<file path="src/rtl/i2c_fifo_bridge.sv">
// Host-to-I2C byte bridge: paced TX FIFO feeding a start/busy/done byte core, read-back bytes into an RX FIFO.
// Optional transaction timeout enabled by defining I2C_BRIDGE_TIMEOUT_EN.
module i2c_fifo_bridge #(
    parameter int DATA_W      = 8,
    parameter int TX_AW       = 4,
    parameter int RX_AW       = 4,
    parameter int PACE_DIV    = 4,
    parameter int TIMEOUT_CYC = 65535
) (
    input  logic              clk50mhz,
    input  logic              rst,
    input  logic [DATA_W-1:0] s_data,
    input  logic              s_valid,
    output logic              s_ready,
    output logic [DATA_W-1:0] m_data,
    output logic              m_valid,
    input  logic              m_ready,
    output logic [DATA_W-1:0] core_data,
    output logic              core_start,
    input  logic              core_busy,
    input  logic              core_wdone,
    input  logic              core_rdone,
    input  logic [DATA_W-1:0] core_rddata,
    output logic [TX_AW:0]    tx_level,
    output logic [RX_AW:0]    rx_level,
    output logic              rx_ovf,
    output logic              err_timeout,
    input  logic              clr_err
);

    localparam int TX_D   = 1 << TX_AW;
    localparam int RX_D   = 1 << RX_AW;
    localparam int PACE_W = (PACE_DIV > 1) ? $clog2(PACE_DIV) : 1;
    localparam logic [PACE_W-1:0] PACE_LAST = PACE_W'(PACE_DIV - 1);

    typedef enum logic [1:0] {IDLE, START, WAIT} state_t;

    state_t state, state_next;

    logic [DATA_W-1:0] tx_mem [TX_D];
    logic [DATA_W-1:0] rx_mem [RX_D];
    logic [TX_AW:0]    tx_wptr, tx_rptr;
    logic [RX_AW:0]    rx_wptr, rx_rptr;
    logic [PACE_W-1:0] pace;

    logic tx_empty, tx_full, rx_empty, rx_full;
    logic tx_push, tx_pop, rx_push, rx_pop;
    logic issue, ovf_set, tmo_set;

    assign tx_empty = (tx_wptr == tx_rptr);
    assign tx_full  = (tx_wptr[TX_AW] != tx_rptr[TX_AW]) &&
                      (tx_wptr[TX_AW-1:0] == tx_rptr[TX_AW-1:0]);
    assign rx_empty = (rx_wptr == rx_rptr);
    assign rx_full  = (rx_wptr[RX_AW] != rx_rptr[RX_AW]) &&
                      (rx_wptr[RX_AW-1:0] == rx_rptr[RX_AW-1:0]);

    assign s_ready    = !tx_full;
    assign m_valid    = !rx_empty;
    assign m_data     = rx_mem[rx_rptr[RX_AW-1:0]];
    assign tx_level   = tx_wptr - tx_rptr;
    assign rx_level   = rx_wptr - rx_rptr;
    assign core_start = (state == START);

    assign tx_push = s_valid && s_ready;
    assign tx_pop  = issue;
    assign rx_pop  = m_valid && m_ready;

`ifdef I2C_BRIDGE_TIMEOUT_EN
    logic [15:0] wait_cnt;
    logic        err_timeout_r;
    assign err_timeout = err_timeout_r;
`else
    assign err_timeout = 1'b0;
`endif

    always_comb begin
        state_next = state;
        issue      = 1'b0;
        rx_push    = 1'b0;
        ovf_set    = 1'b0;
        tmo_set    = 1'b0;
        case (state)
            IDLE: begin
                if (pace == PACE_LAST && !tx_empty && !core_busy) begin
                    issue      = 1'b1;
                    state_next = START;
                end
            end
            START: state_next = WAIT;
            WAIT: begin
                // a simultaneous wdone+rdone counts as one completion carrying read data
                if (core_wdone || core_rdone) begin
                    state_next = IDLE;
                    if (core_rdone) begin
                        if (!rx_full || rx_pop) rx_push = 1'b1;
                        else                    ovf_set = 1'b1;
                    end
                end
`ifdef I2C_BRIDGE_TIMEOUT_EN
                else if (wait_cnt == 16'(TIMEOUT_CYC - 1)) begin
                    tmo_set    = 1'b1;
                    state_next = IDLE;
                end
`endif
            end
            default: state_next = IDLE;
        endcase
    end

    always_ff @(posedge clk50mhz) begin
        if (rst) begin
            state     <= IDLE;
            pace      <= '0;
            tx_wptr   <= '0;
            tx_rptr   <= '0;
            rx_wptr   <= '0;
            rx_rptr   <= '0;
            core_data <= '0;
            rx_ovf    <= 1'b0;
        end else begin
            state <= state_next;
            pace  <= (pace == PACE_LAST) ? '0 : pace + 1'b1;
            if (tx_push) tx_wptr <= tx_wptr + 1'b1;
            if (tx_pop)  tx_rptr <= tx_rptr + 1'b1;
            if (rx_push) rx_wptr <= rx_wptr + 1'b1;
            if (rx_pop)  rx_rptr <= rx_rptr + 1'b1;
            if (issue)   core_data <= tx_mem[tx_rptr[TX_AW-1:0]];
            if (ovf_set)      rx_ovf <= 1'b1;
            else if (clr_err) rx_ovf <= 1'b0;
        end
    end

`ifdef I2C_BRIDGE_TIMEOUT_EN
    always_ff @(posedge clk50mhz) begin
        if (rst) begin
            wait_cnt      <= '0;
            err_timeout_r <= 1'b0;
        end else begin
            if (state == START)     wait_cnt <= '0;
            else if (state == WAIT) wait_cnt <= wait_cnt + 1'b1;
            if (tmo_set)      err_timeout_r <= 1'b1;
            else if (clr_err) err_timeout_r <= 1'b0;
        end
    end
`endif

    // storage arrays carry no reset; occupancy is governed by the pointers alone
    always_ff @(posedge clk50mhz) begin
        if (tx_push) tx_mem[tx_wptr[TX_AW-1:0]] <= s_data;
        if (rx_push) rx_mem[rx_wptr[RX_AW-1:0]] <= core_rddata;
    end

endmodule

</file>
<file path="config.mk">
export PLATFORM = sky130hd
export DESIGN_NAME = i2c_fifo_bridge
export DESIGN_NICKNAME = d
export VERILOG_FILES = /design/src/rtl/i2c_fifo_bridge.sv
export SDC_FILE = /design/constraint.sdc
export NUM_CORES = 1
export LEC_CHECK = 0
export CORE_ASPECT_RATIO = 2
export CORE_MARGIN = 1.5
export CORE_UTILIZATION = 60
export DETAILED_ROUTE_END_ITERATION = 8
export HOLD_SLACK_MARGIN = 0.06
export PLACE_DENSITY = 0.79
export SYNTH_ARGS = -nofsm -noshare
export SYNTH_HDL_FRONTEND = slang
export SYNTH_SLANG_ARGS = --single-unit
</file>
<file path="constraint.sdc">
create_clock -name clk50mhz -period 8.35 [get_ports clk50mhz]
set_clock_uncertainty 0.2 [all_clocks]
set_input_delay 1.2525 -clock clk50mhz [delete_from_list [all_inputs] [get_ports clk50mhz]]
set_output_delay 1.2525 -clock clk50mhz [all_outputs]
set_load 0.005 [all_outputs]
</file>
**Word level (Yosys, flattened, before mapping)**

Memories as Yosys holds them, arrays and structs flattened. A register that Yosys moved wholly into a read port is not among the register bits.
Index checks and enable logic that the tools add are counted.

- Output and inout bits: 31
- Memories kept: 2
- Input bits: 24
- Word-level logic and storage cells: 65
- Register bits after elaboration: 25
- Bits in writable memories: 256

Memories:

| memory | depth | width | read ports | clocked after memory_dff | wr ports | RTL line | RTL |
|---|---|---|---|---|---|---|---|
| rx_mem | 16 | 8 | 1 | 1 | 1 | 41 | `logic [DATA_W-1:0] rx_mem [RX_D];` |
| tx_mem | 16 | 8 | 1 | 1 | 1 | 40 | `logic [DATA_W-1:0] tx_mem [TX_D];` |

- Multiplexer cells: 21
- Eq/ne operators: 11
- Reductions and logical operators: 17
- Add/sub/neg operators: 7

Operators by type and width:

| operator | number |
|---|---|
| $add A5 B1 Y5 const B | 4 |
| $mux W1 | 16 |
| $eq A5 B5 Y1 | 2 |
| $sub A5 B5 Y5 | 2 |
| $eq A4 B4 Y1 | 2 |
| $mux W4 | 2 |
| $logic_and A1 B1 Y1 | 6 |
| $pmux W2 S3 | 1 |
| $logic_not A1 Y1 | 5 |
| $eq A2 B2 Y1 const B | 2 |
| $mux W2 | 2 |
| $ne A2 B2 Y1 const B | 2 |
| $add A2 B1 Y2 const B | 1 |
| $eq A2 B1 Y1 const B | 1 |
| $logic_not A2 Y1 | 1 |
| $logic_or A1 B1 Y1 | 2 |
| $ne A1 B1 Y1 | 2 |
| $reduce_and A2 Y1 | 1 |
| $reduce_bool A2 Y1 | 1 |
| $reduce_or A2 Y1 | 1 |

**Longest topological paths before layout**

- Depth after elaboration: 10
- Depth in mapped cells: 9
- Mapped depth without buffers: 7

**Worst setup path before layout**

Ideal clock, no wire load.

- Path type: reg-to-output
- Start: register tx_rptr[2]
- End: output tx_level[4]
- Path slack: 5.276 ns
- Cell stages (with the launch flop): 8
- Arrival: 1.622 ns
- Path buffers: 2
- Data required time: 6.898 ns
- Cells stage by stage: dfxtp_1 > buf_2 > buf_2 > inv_1 > ha_1 > a21o_1 > a21oi_1 > xnor2_1

- Longest elaborated chain between the ends: 1

Ends and longest elaborated chain:

| element | RTL line | RTL |
|---|---|---|
| start, declared | 42 | `logic [TX_AW:0] tx_wptr, tx_rptr;` |
| start signal, assigned | 124 | `if (tx_pop) tx_rptr <= tx_rptr + 1'b1;` |
| $sub A5 B5 Y5 | 60 | `assign tx_level = tx_wptr - tx_rptr;` |
| end, declared | 24 | `output logic [TX_AW:0] tx_level,` |

Every way passes these cells.

==> run metrics <==
via count 5891; 1st-iter DRT viols 246; Max Root-Sink Buffers 3; area leader, netlist edfxtp_1; Critical Path RT 6.90 ns; worst hold path depth 1; htree depth 1; Max Clk Rate 0.2132 GHz; overall routed net length 23980 um; critical-path cell list mux4_1 > mux4_2 > clkdlybuf4s50_1; DRC 0; core area 19280 um^2; Final Hold Fails 0; top layer in use met4; # diodes 0; Pleak 0.004226 uW; post_cts resized 0; syn nets 677; period utilisation layout 0.5618; Max Cap Viol 0; CTS tree done; Die W 102.1 um; slowest stage cell, crit path dfxtp_2; GPL Wtd Cong 0.8579; Cell Area, Synth 11790 um^2; Setup Buffers After CTS 0; initial antenna violation count 0; later-pin clock latency in the skew report 0.52 ns; worst hold slack 0.2607 ns; worst setup path class reg -> out; crit-path max FO 32; Reg clk slew, reported paths 0.07 ns; fraction of registers with async set/reset 0; final setup fails 0; largest net degree at the start of global routing 35; post-synth top area share 0.6518; reg2reg setup slack 4.80 ns; maximum VDD drop 0.0002244 V; Vias/cell 6.105; startpoint class of the critical path register; hold endpoint pace[0]; synth warn 0; area grow syn2layout 13.20%; prevailing post-synth register cell edfxtp_1; Worst Path Buf+Inv 1; Post-Synthesis Cells 632; layout cells sized above 1 0.1374; Worst R2R Path Depth 6; GRT Total Usage 0.2419; hold buffers post-CTS 0; Worst R2R Start tx_rptr[2]; hold path startpoint pace[0]; Root Driver clkbuf_16; Synth Register Bits 293; post-layout util 0.6925; Ports 55; Worst Hold Class reg -> reg; DRT Pass-1 Iters 5; number of synthesized flops with an enable pin 256; fin nets 733; half-perimeter wire length after placement 16530 um; initial core utilization 0.6118; CP Capture Type output port; total power 2844 uW; met3 wire length 1079 um; Final Critical Period 4.691 ns; DRT antenna net count 0; Max Slew Vio Count 0; Pwr Density 213.0 nW/um^2; Wirelength per Cell 24.85 um; unrepaired setup endpoints after global routing false; status finished, final reports clean; # rows 72; placed cells 920; Slowest Stage Delay on Critical Path 0.97 ns; reg-to-reg endpoint tx_mem[6][1]; Metal-1 WL 7474 um; DIE AREA 20560 um^2; Port Buffers 53; Die H 201.3 um; Data arrival, critical path 3.24 ns; CTS Buf Count 24; first-pass GRT wire length 36090 um; Slew headroom 0.2735; sequential area share after synthesis 0.7146; Worst Max-Slew Pin Slew 1.086 ns; largest cells by area after synthesis edfxtp_1 65%, mux4_2 7.8%, dfxtp_1 6.3%; family with the most delay on the worst path multiplexers; setup tns final 0 ns; WL met2 14400 um; Distinct cells, synth 50; number of global-route vias before repair 6369; Remaining Overflow, GRT 0; Clock Sinks 293; synthesized area per cell 18.66 um^2; Finished Layout Cells 965
flip-flops by register name, summed over array words and instances, names as in the netlist, named ones only:
register and flops:
core_data 8, state 2, rx_rptr 5, tx_mem 128, tx_wptr 5, rx_mem 128
rx_wptr 5, pace 2, tx_rptr 5, rx_ovf 1
cells by family after synthesis:
logic type | after synthesis | synth area share
buffers and inverters | 50 | 0.02196
muxes | 82 | 0.1462
AOI/OAI and AO/OA | 62 | 0.03607
adders and majority gates | 21 | 0.02355
and+or+nand+nor | 101 | 0.04031
other | 1 | 0.0003180
xor gates and xnor gates | 22 | 0.01698
DFF | 293 | 0.7146
per-stage QoR:
| stage | setup slack [ns] | cell area, um^2 |
|---|---|---|
| 3_5_place_dp | 4.127 | 12520 |
| 3_3_place_gp | 4.215 | 12520 |
| 6_report | 3.659 | 13350 |
| 4_1_cts | 3.616 | 13340 |
| 2_1_floorplan | 5.276 | 11790 |
| 5_1_grt | 3.546 | 13350 |
routing by layer:
| layer | vias up | global-route usage |
|---|---|---|
| met2 | 225 | 0.4719 |
| met4 | 0 | 0.1071 |
| met3 | 66 | 0.02918 |
| li1 | 2631 | - |
| met1 | 2969 | 0.2444 |
| met5 | - | 0 |
worst max-delay path by stage:
stage	depth (start not counted)	slack, ns	endpoint	from
floorplan	7	5.28	tx_level[4]	tx_rptr[2]
global placement	5	4.22	rx_mem[0][7]	core_rdone
detailed placement	5	4.13	rx_mem[0][0]	core_rdone
CTS	3	3.62	m_data[0]	register
global route	3	3.55	m_data[0]	register
finish	3	3.66	m_data[0]	register
power breakdown:
group          internal (uW)  leakage (uW)  total, uW  switching (uW)
registers               1600       0.00261       1610            6.83
clock network            649      0.000396       1160             509
logic                   32.9       0.00122       78.0            45.1
total                   2280       0.00423       2840             561
synth_stat cells, types with 8 or more instances:
library cell	instances
edfxtp_1	256
clkbuf_1	12
nor3_1	10
xnor2_1	12
nand2_1	10
xor2_1	9
dfxtp_1	37
buf_2	8
mux4_2	41
inv_1	18
nor2_1	54
a22oi_1	8
a21oi_1	17
mux2i_1	17
a311oi_1	8
mux4_1	24
ha_1	19
layout by cell type (no fill, tap or decap), drive strengths merged, types with 2 or more instances in the layout:
cell,count
nor2,54
a22oi,8
o211ai,3
nor4b,2
and3,2
o311ai,2
clkbuf,29
dfxtp,37
a21oi,17
o22ai,7
clkinv,8
xnor2,13
clkinvlp,2
nand4,2
mux2i,17
xor2,9
a311oi,8
o21ai,5
clkdlybuf4s50,53
edfxtp,256
o21a,2
bufinv,3
nor3,10
nand2b,5
a21o,5
fa,2
nor2b,2
inv,20
buf,9
mux4,65
nand2,10
and2,4
or3,3
ha,19
o2111ai,3
nand3,2
cell type report:
cell class                 instances  area (um^2)
sequential                       293         8431
fill                            1237         5928
multi-input combinational        289         3117
clock buffer                      29        640.6
timing repair buffer              62        595.6
tap                              259        324.1
clock inverter                    15        175.2
inverter                          18        67.56
Power figures use the tool's default switching activity.
